File: src/rtl/fp_align_stage.sv
// FP32 adder align/add stage: accepts an operand pair, aligns the smaller mantissa by
// iterative right shifts with guard/round/sticky tracking, then adds or subtracts.
module fp_align_stage #(
    parameter int SHIFT_PER_CYCLE = 1
) (
    input  logic        clk,
    input  logic        rst_n,
    input  logic        in_valid,
    output logic        in_ready,
    input  logic [31:0] a,
    input  logic [31:0] b,
    output logic        out_valid,
    input  logic        out_ready,
    output logic [31:0] a_out,
    output logic [31:0] b_out,
    output logic [23:0] aligned_result,
    output logic        aligned_sign,
    output logic [7:0]  exponent_out,
    output logic        carry_out,
    output logic        guard_bit,
    output logic        round_bit,
    output logic        sticky_bit
);

    localparam logic [1:0] ST_IDLE  = 2'd0;
    localparam logic [1:0] ST_SHIFT = 2'd1;
    localparam logic [1:0] ST_ADD   = 2'd2;
    localparam logic [1:0] ST_DONE  = 2'd3;

    localparam logic [7:0] STEP_MAX = 8'(SHIFT_PER_CYCLE);

    logic [1:0]  state;
    logic        l_sign;
    logic        s_sign;
    logic [7:0]  l_exp;
    logic [23:0] l_mant;
    logic [26:0] s_ext;      // {mant24, guard, round, sticky}
    logic [7:0]  remaining;
    logic        special;

    logic        a_hid, b_hid;
    logic [7:0]  a_eff, b_eff;
    logic        a_ge_b;
    logic        in_special;
    logic [7:0]  diff;
    logic [7:0]  step;
    logic [26:0] lost_mask;
    logic [26:0] shifted;
    logic [24:0] sum25;
    logic [26:0] sub27;

    always_comb begin
        a_hid      = |a[30:23];
        b_hid      = |b[30:23];
        a_eff      = a_hid ? a[30:23] : 8'd1;
        b_eff      = b_hid ? b[30:23] : 8'd1;
        a_ge_b     = (a[30:0] >= b[30:0]);
        in_special = (&a[30:23]) | (&b[30:23]);
        diff       = a_ge_b ? (a_eff - b_eff) : (b_eff - a_eff);

        step      = (remaining < STEP_MAX) ? remaining : STEP_MAX;
        lost_mask = (27'd1 << step) - 27'd1;
        // anything shifted past the sticky position folds back into sticky
        shifted   = (s_ext >> step) | {26'd0, |(s_ext & lost_mask)};

        sum25 = {1'b0, l_mant} + {1'b0, s_ext[26:3]};
        sub27 = {l_mant, 3'b000} - s_ext;
    end

    assign in_ready  = (state == ST_IDLE);
    assign out_valid = (state == ST_DONE);

    always_ff @(posedge clk or negedge rst_n) begin
        if (!rst_n) begin
            state          <= ST_IDLE;
            l_sign         <= 1'b0;
            s_sign         <= 1'b0;
            l_exp          <= 8'd0;
            l_mant         <= 24'd0;
            s_ext          <= 27'd0;
            remaining      <= 8'd0;
            special        <= 1'b0;
            a_out          <= 32'd0;
            b_out          <= 32'd0;
            aligned_result <= 24'd0;
            aligned_sign   <= 1'b0;
            exponent_out   <= 8'd0;
            carry_out      <= 1'b0;
            guard_bit      <= 1'b0;
            round_bit      <= 1'b0;
            sticky_bit     <= 1'b0;
        end else begin
            case (state)
                ST_IDLE: begin
                    if (in_valid) begin
                        a_out     <= a;
                        b_out     <= b;
                        special   <= in_special;
                        remaining <= in_special ? 8'd0 : diff;
                        if (a_ge_b) begin
                            l_sign <= a[31];
                            l_exp  <= a[30:23];
                            l_mant <= {a_hid, a[22:0]};
                            s_sign <= b[31];
                            s_ext  <= {b_hid, b[22:0], 3'b000};
                        end else begin
                            l_sign <= b[31];
                            l_exp  <= b[30:23];
                            l_mant <= {b_hid, b[22:0]};
                            s_sign <= a[31];
                            s_ext  <= {a_hid, a[22:0], 3'b000};
                        end
                        state <= ST_SHIFT;
                    end
                end
                ST_SHIFT: begin
                    if (remaining == 8'd0) begin
                        state <= ST_ADD;
                    end else if (remaining >= 8'd27) begin
                        s_ext     <= {26'd0, |s_ext};
                        remaining <= 8'd0;
                    end else begin
                        s_ext     <= shifted;
                        remaining <= remaining - step;
                    end
                end
                ST_ADD: begin
                    exponent_out <= special ? 8'hFF : l_exp;
                    if (l_sign == s_sign) begin
                        {carry_out, aligned_result} <= sum25;
                        {guard_bit, round_bit, sticky_bit} <= s_ext[2:0];
                        aligned_sign <= l_sign;
                    end else begin
                        {aligned_result, guard_bit, round_bit, sticky_bit} <= sub27;
                        carry_out    <= 1'b0;
                        aligned_sign <= (sub27 == 27'd0) ? 1'b0 : l_sign;
                    end
                    state <= ST_DONE;
                end
                ST_DONE: begin
                    if (out_ready) state <= ST_IDLE;
                end
                default: state <= ST_IDLE;
            endcase
        end
    end

endmodule

File: config.mk
export PLATFORM = sky130hd
export DESIGN_NAME = fp_align_stage
export DESIGN_NICKNAME = d
export VERILOG_FILES = /design/src/rtl/fp_align_stage.sv
export SDC_FILE = /design/constraint.sdc
export NUM_CORES = 1
export LEC_CHECK = 0
export CORE_ASPECT_RATIO = 1.75
export CORE_MARGIN = 10
export CORE_UTILIZATION = 60
export CTS_CLUSTER_SIZE = 28
export DETAILED_ROUTE_END_ITERATION = 8
export MAX_ROUTING_LAYER = met4
export PLACE_DENSITY = 0.85
export SYNTH_ARGS = -nofsm -noshare
export SYNTH_HDL_FRONTEND = slang
export SYNTH_SLANG_ARGS = --single-unit
File: constraint.sdc
create_clock -name clk -period 7 [get_ports clk]
set_clock_uncertainty 0.1 [all_clocks]
set_input_delay 1.4 -clock clk [delete_from_list [all_inputs] [get_ports clk]]
set_output_delay 1.4 -clock clk [all_outputs]
set_load 0.05 [all_outputs]
==> results <==
- The number of endpoints with negative hold slack in the final report came to 0.
- The number of buffers added on ports is 170.
- The core region is 19800 sq um.
- The portion of the clock cycle consumed by the worst path in the final layout is 0.714.
- The first TritonRoute pass finished after 6 iterations.
- The post-CTS setup buffer count is 0.
- The average wire per cell in the routed design is 21.7 um.
- The wire length of the first global-routing pass is 60300 um.
- Summing all multi-input logic gate instances after layout gives 7080 sq um.
- Averaged over all synthesized cells, the footprint is 8.82 sq um.
- The largest stage delay on the critical path is 610 ps.
- Across every metal layer, demand over resource in global routing totals 0.289.
- The worst setup path is launched from an input port.
- After detailed routing, the number of remaining DRC violations is 0.
- The smallest clock period supported by the final layout is computed as 5000 ps.
- The clock tree root driver cell is sky130_fd_sc_hd__clkbuf_16.
- By instance count, the cell type seen most on the critical path is sky130_fd_sc_hd__a21oi_1.
- The die is 208 um tall.
- The filler cell count is 1459.
- The share of the Yosys chip area taken by registers is 0.356.
- TritonCTS built the clock tree.
- At the worst endpoint, the arrival time is 5210 ps.
- The worst hold margin is 384 ps.
- The final sum of negative setup slack is 0 ps.
- Clock-pin slew was measured on the worst setup and hold paths at 70 ps.
- The share of synthesized area in the top cell type comes to 0.356.
- Entering global routing, the biggest net connects 107 pins.
- The count of buffering cells on the critical path with inverters included is 3.
- Routability-driven placement finished with a final weighted congestion of 0.983.
- The start of the worst register-to-register path is s_ext[17]$_DFFE_PN0P_.
- The worst setup path is captured at a register.
- Counting buffers and inverters, the worst setup path is 13 cells deep.
- After global routing the overflow that remains totals 0.
- The slew at the pin closest to its max-slew limit is 1120 ps.
- The fraction of registers with async set or reset after synthesis is 1.00.
- The most critical setup path has its startpoint at b[20].
- Using the TritonRoute via totals, the vias-per-cell ratio works out to 6.29.
- In this run the count of I/O pins placed on the die edge is 171.
- The run finished with clean final reports.
- The count of nets left with antenna violations once routing finished came out at 0.
- The die covers 26600 sq um.
- Sorting the synthesized cells by how often they occur yields sky130_fd_sc_hd__dfrtp_1 (173), sky130_fd_sc_hd__nand2_1 (129), sky130_fd_sc_hd__a21oi_1 (108), sky130_fd_sc_hd__inv_1 (104), sky130_fd_sc_hd__nor2_1 (103).
- The number of warnings printed during yosys synthesis is 0.
- The endpoint of the most critical register-to-register path is aligned_sign$_DFFE_PN0P_.
- The wire-length estimate of the detail-placed layout is 28600 um.
- In this run the tightest slew margin relative to its limit is 0.255.
- CTS saw 173 sinks.
- The number of global-route vias before repair is 11300.
- sky130_fd_sc_hd__dfrtp_1 is the most common cell in the netlist.
- The final net count is 1664.
- After synthesis the cells add up to 12100 sq um.
- Traced cell by cell, the critical path runs through clkdlybuf4s50_1 -> inv_1 -> ha_1 -> a21oi_1 -> o21ai_1 -> a2111oi_0 -> o211ai_1 -> a31oi_4 -> buf_4 -> mux2i_1 -> nor2_1 -> a211oi_1 -> a21oi_1.
- Setup repair after global routing left no endpoint under its margin.
- The hold buffer count at CTS is 0.
- The worst-skew pair later-pin latency is 450 ps.
- The most critical setup path has its endpoint at s_ext[22]$_DFFE_PN0P_.
- In the final layout, flip-flops and latches occupy 4330 sq um.
- The worst hold path belongs to the class reg -> reg.
- The cell family contributing the most delay on the critical path is compound AO/OA/AOI/OAI gates.
- At the worst endpoint, the required time is 7210 ps.
- The reg2reg setup slack is 3110 ps.
- The total setup violations reported at the end of the flow is 0.
- The number of max-cap violations is 0.
- The floorplan step set the die width to 128 um.
- Clock tree synthesis inserted a total of 17 buffers.
- The largest fanout on the critical path is 36.
- The synthesized instance count is 1378.
- The post-layout utilization of the core is 0.732.
- The starting density of the core is 0.613.
- The type of the worst setup path is in -> reg.
- The buffer depth of the longest clock path is 2.
- Sorting the synthesized cells by area gives the leading types as sky130_fd_sc_hd__dfrtp_1 (36%), sky130_fd_sc_hd__ha_1 (10%), sky130_fd_sc_hd__mux2i_1 (4.9%), sky130_fd_sc_hd__a21oi_1 (4.4%), sky130_fd_sc_hd__mux2_2 (4.3%).
- The routed layout has 11000 vias.
- The routed design has 38000 um of wire.
- The biggest area contributor in the post-synthesis netlist is sky130_fd_sc_hd__dfrtp_1.
- When the netlist entered floorplanning its net count stood at 1549.
- The maximum frequency from static timing analysis is 200 MHz.
- The cell with the largest stage delay on the worst path is sky130_fd_sc_hd__buf_4.
- The length in cells of the worst reg-to-reg path is 11.
- From synthesis to final layout, the design area changed by 19.5%.
- The ratio of cells with drive above 1 in the final layout is 0.0790.
- The quantity of gates resized following cts is 0.
- The DRC violation total after the first TritonRoute iteration is 1005.
- After synthesis the netlist holds a flip-flop and latch count of 173.
- The count of flip-flops with a built-in enable after synthesis is 0.
- After synthesis, the netlist uses 78 different library cells.
- The H-tree was split into 4 levels.
- The most used flip-flop cell after synthesis is sky130_fd_sc_hd__dfrtp_1.
- The initial antenna violation count is 2.
- The final count of pins violating max slew is 0.
- The floorplan has 68 rows.
==> layer usage <==
metal | vias up | share of wire | global-route usage
met5 | - | 0 | -
met2 | 444 | 0.50 | 0.474
met4 | 0 | 0.044 | 0.132
li1 | 5115 | - | -
met3 | 91 | 0.063 | 0.0585
met1 | 5374 | 0.39 | 0.332
==> flip-flops by register name (all words and copies together), names as in the netlist <==
| register | count |
|---|---|
| sticky_bit | 1 |
| state | 2 |
| guard_bit | 1 |
| exponent_out | 8 |
| l_mant | 24 |
| special | 1 |
| l_exp | 8 |
| s_sign | 1 |
| round_bit | 1 |
| carry_out | 1 |
| l_sign | 1 |
| s_ext | 27 |
| b_out | 32 |
| aligned_sign | 1 |
| a_out | 32 |
| aligned_result | 24 |
| remaining | 8 |
==> kinds of logic (layout without fill, tap and decap cells) <==
group           Yosys count  in the layout  share of synthesized area
fa+ha+maj               103            103                      0.108
compound gates          402            402                      0.211
simple gates            362            362                      0.137
buf+inv                 190            318                     0.0640
xor+xnor                 42             42                     0.0309
other cells               0              2                          0
flops                   173            173                      0.356
mux                     106            106                     0.0921
==> final cells by class <==
cell class / count / share of cell area
Antenna cell: 2 / 0.000345
Clock buffer: 20 / 0.0315
Clock inverter: 12 / 0.0109
Inverter: 106 / 0.0274
Multi-Input combinational cell: 1015 / 0.488
Sequential cell: 173 / 0.298
Tap cell: 245 / 0.0211
Timing Repair Buffer: 180 / 0.122
==> worst register-to-register path: stages, from the launching register on <==
cell                       delay (ps)
sky130_fd_sc_hd__dfrtp_1          400
sky130_fd_sc_hd__inv_1             90
sky130_fd_sc_hd__ha_1             700
sky130_fd_sc_hd__o21ai_0          170
sky130_fd_sc_hd__o21ai_0          280
sky130_fd_sc_hd__a21oi_1          110
sky130_fd_sc_hd__o21bai_1         600
sky130_fd_sc_hd__o41ai_2          150
sky130_fd_sc_hd__xnor2_1          210
sky130_fd_sc_hd__or3_1            380
sky130_fd_sc_hd__nor4_1           490
sky130_fd_sc_hd__nor2_1            80
==> worst min-delay path by stage <==
stage	startpoint	to	slack, ps	cells after the start
2_1_floorplan	special$_DFFE_PN0P_	special$_DFFE_PN0P_	340	2
3_3_place_gp	special$_DFFE_PN0P_	special$_DFFE_PN0P_	350	2
3_5_place_dp	special$_DFFE_PN0P_	special$_DFFE_PN0P_	370	2
4_1_cts	special$_DFFE_PN0P_	special$_DFFE_PN0P_	390	2
5_1_grt	a_out[27]$_DFFE_PN0P_	a_out[27]$_DFFE_PN0P_	410	2
6_report	a_out[27]$_DFFE_PN0P_	a_out[27]$_DFFE_PN0P_	380	2
==> layout by cell type, fill, tap and decap left out, types with 6 or more instances in the layout <==
| cell type | instances |
|---|---|
| sky130_fd_sc_hd__a22oi_1 | 7 |
| sky130_fd_sc_hd__o21bai_1 | 14 |
| sky130_fd_sc_hd__a211oi_1 | 32 |
| sky130_fd_sc_hd__xnor2_1 | 30 |
| sky130_fd_sc_hd__a21o_1 | 17 |
| sky130_fd_sc_hd__nor2_1 | 102 |
| sky130_fd_sc_hd__clkbuf_16 | 17 |
| sky130_fd_sc_hd__or3_1 | 6 |
| sky130_fd_sc_hd__nor2b_1 | 7 |
| sky130_fd_sc_hd__a21oi_1 | 108 |
| sky130_fd_sc_hd__nand2_1 | 128 |
| sky130_fd_sc_hd__nand4_1 | 16 |
| sky130_fd_sc_hd__o21ai_1 | 33 |
| sky130_fd_sc_hd__ha_1 | 99 |
| sky130_fd_sc_hd__buf_4 | 10 |
| sky130_fd_sc_hd__nand3_1 | 19 |
| sky130_fd_sc_hd__o31ai_1 | 9 |
| sky130_fd_sc_hd__mux2i_1 | 60 |
| sky130_fd_sc_hd__xor2_1 | 10 |
| sky130_fd_sc_hd__clkdlybuf4s50_1 | 169 |
| sky130_fd_sc_hd__inv_1 | 104 |
| sky130_fd_sc_hd__o21a_1 | 9 |
| sky130_fd_sc_hd__nor4_1 | 13 |
| sky130_fd_sc_hd__o211ai_1 | 9 |
| sky130_fd_sc_hd__o21ai_0 | 92 |
| sky130_fd_sc_hd__nand2b_1 | 14 |
| sky130_fd_sc_hd__o22a_1 | 9 |
| sky130_fd_sc_hd__mux2_2 | 46 |
| sky130_fd_sc_hd__dfrtp_1 | 173 |
| sky130_fd_sc_hd__a31oi_1 | 9 |
| sky130_fd_sc_hd__and3_1 | 7 |
| sky130_fd_sc_hd__nor3_1 | 25 |
==> per-stage QoR <==
step                      std cells  worst slack (ps)  instance area [sq um]
after floorplan                1378              3110                  12100
after global placement         1719              1670                  13900
after detailed placement       1719              1540                  13900
after CTS                      1751              2000                  14500
after global routing           1753              1830                  14500
final                          1753              2000                  14500
Power is not shown: default switching activity piles up to over one toggle a cycle in this logic, so the estimate is an artifact.
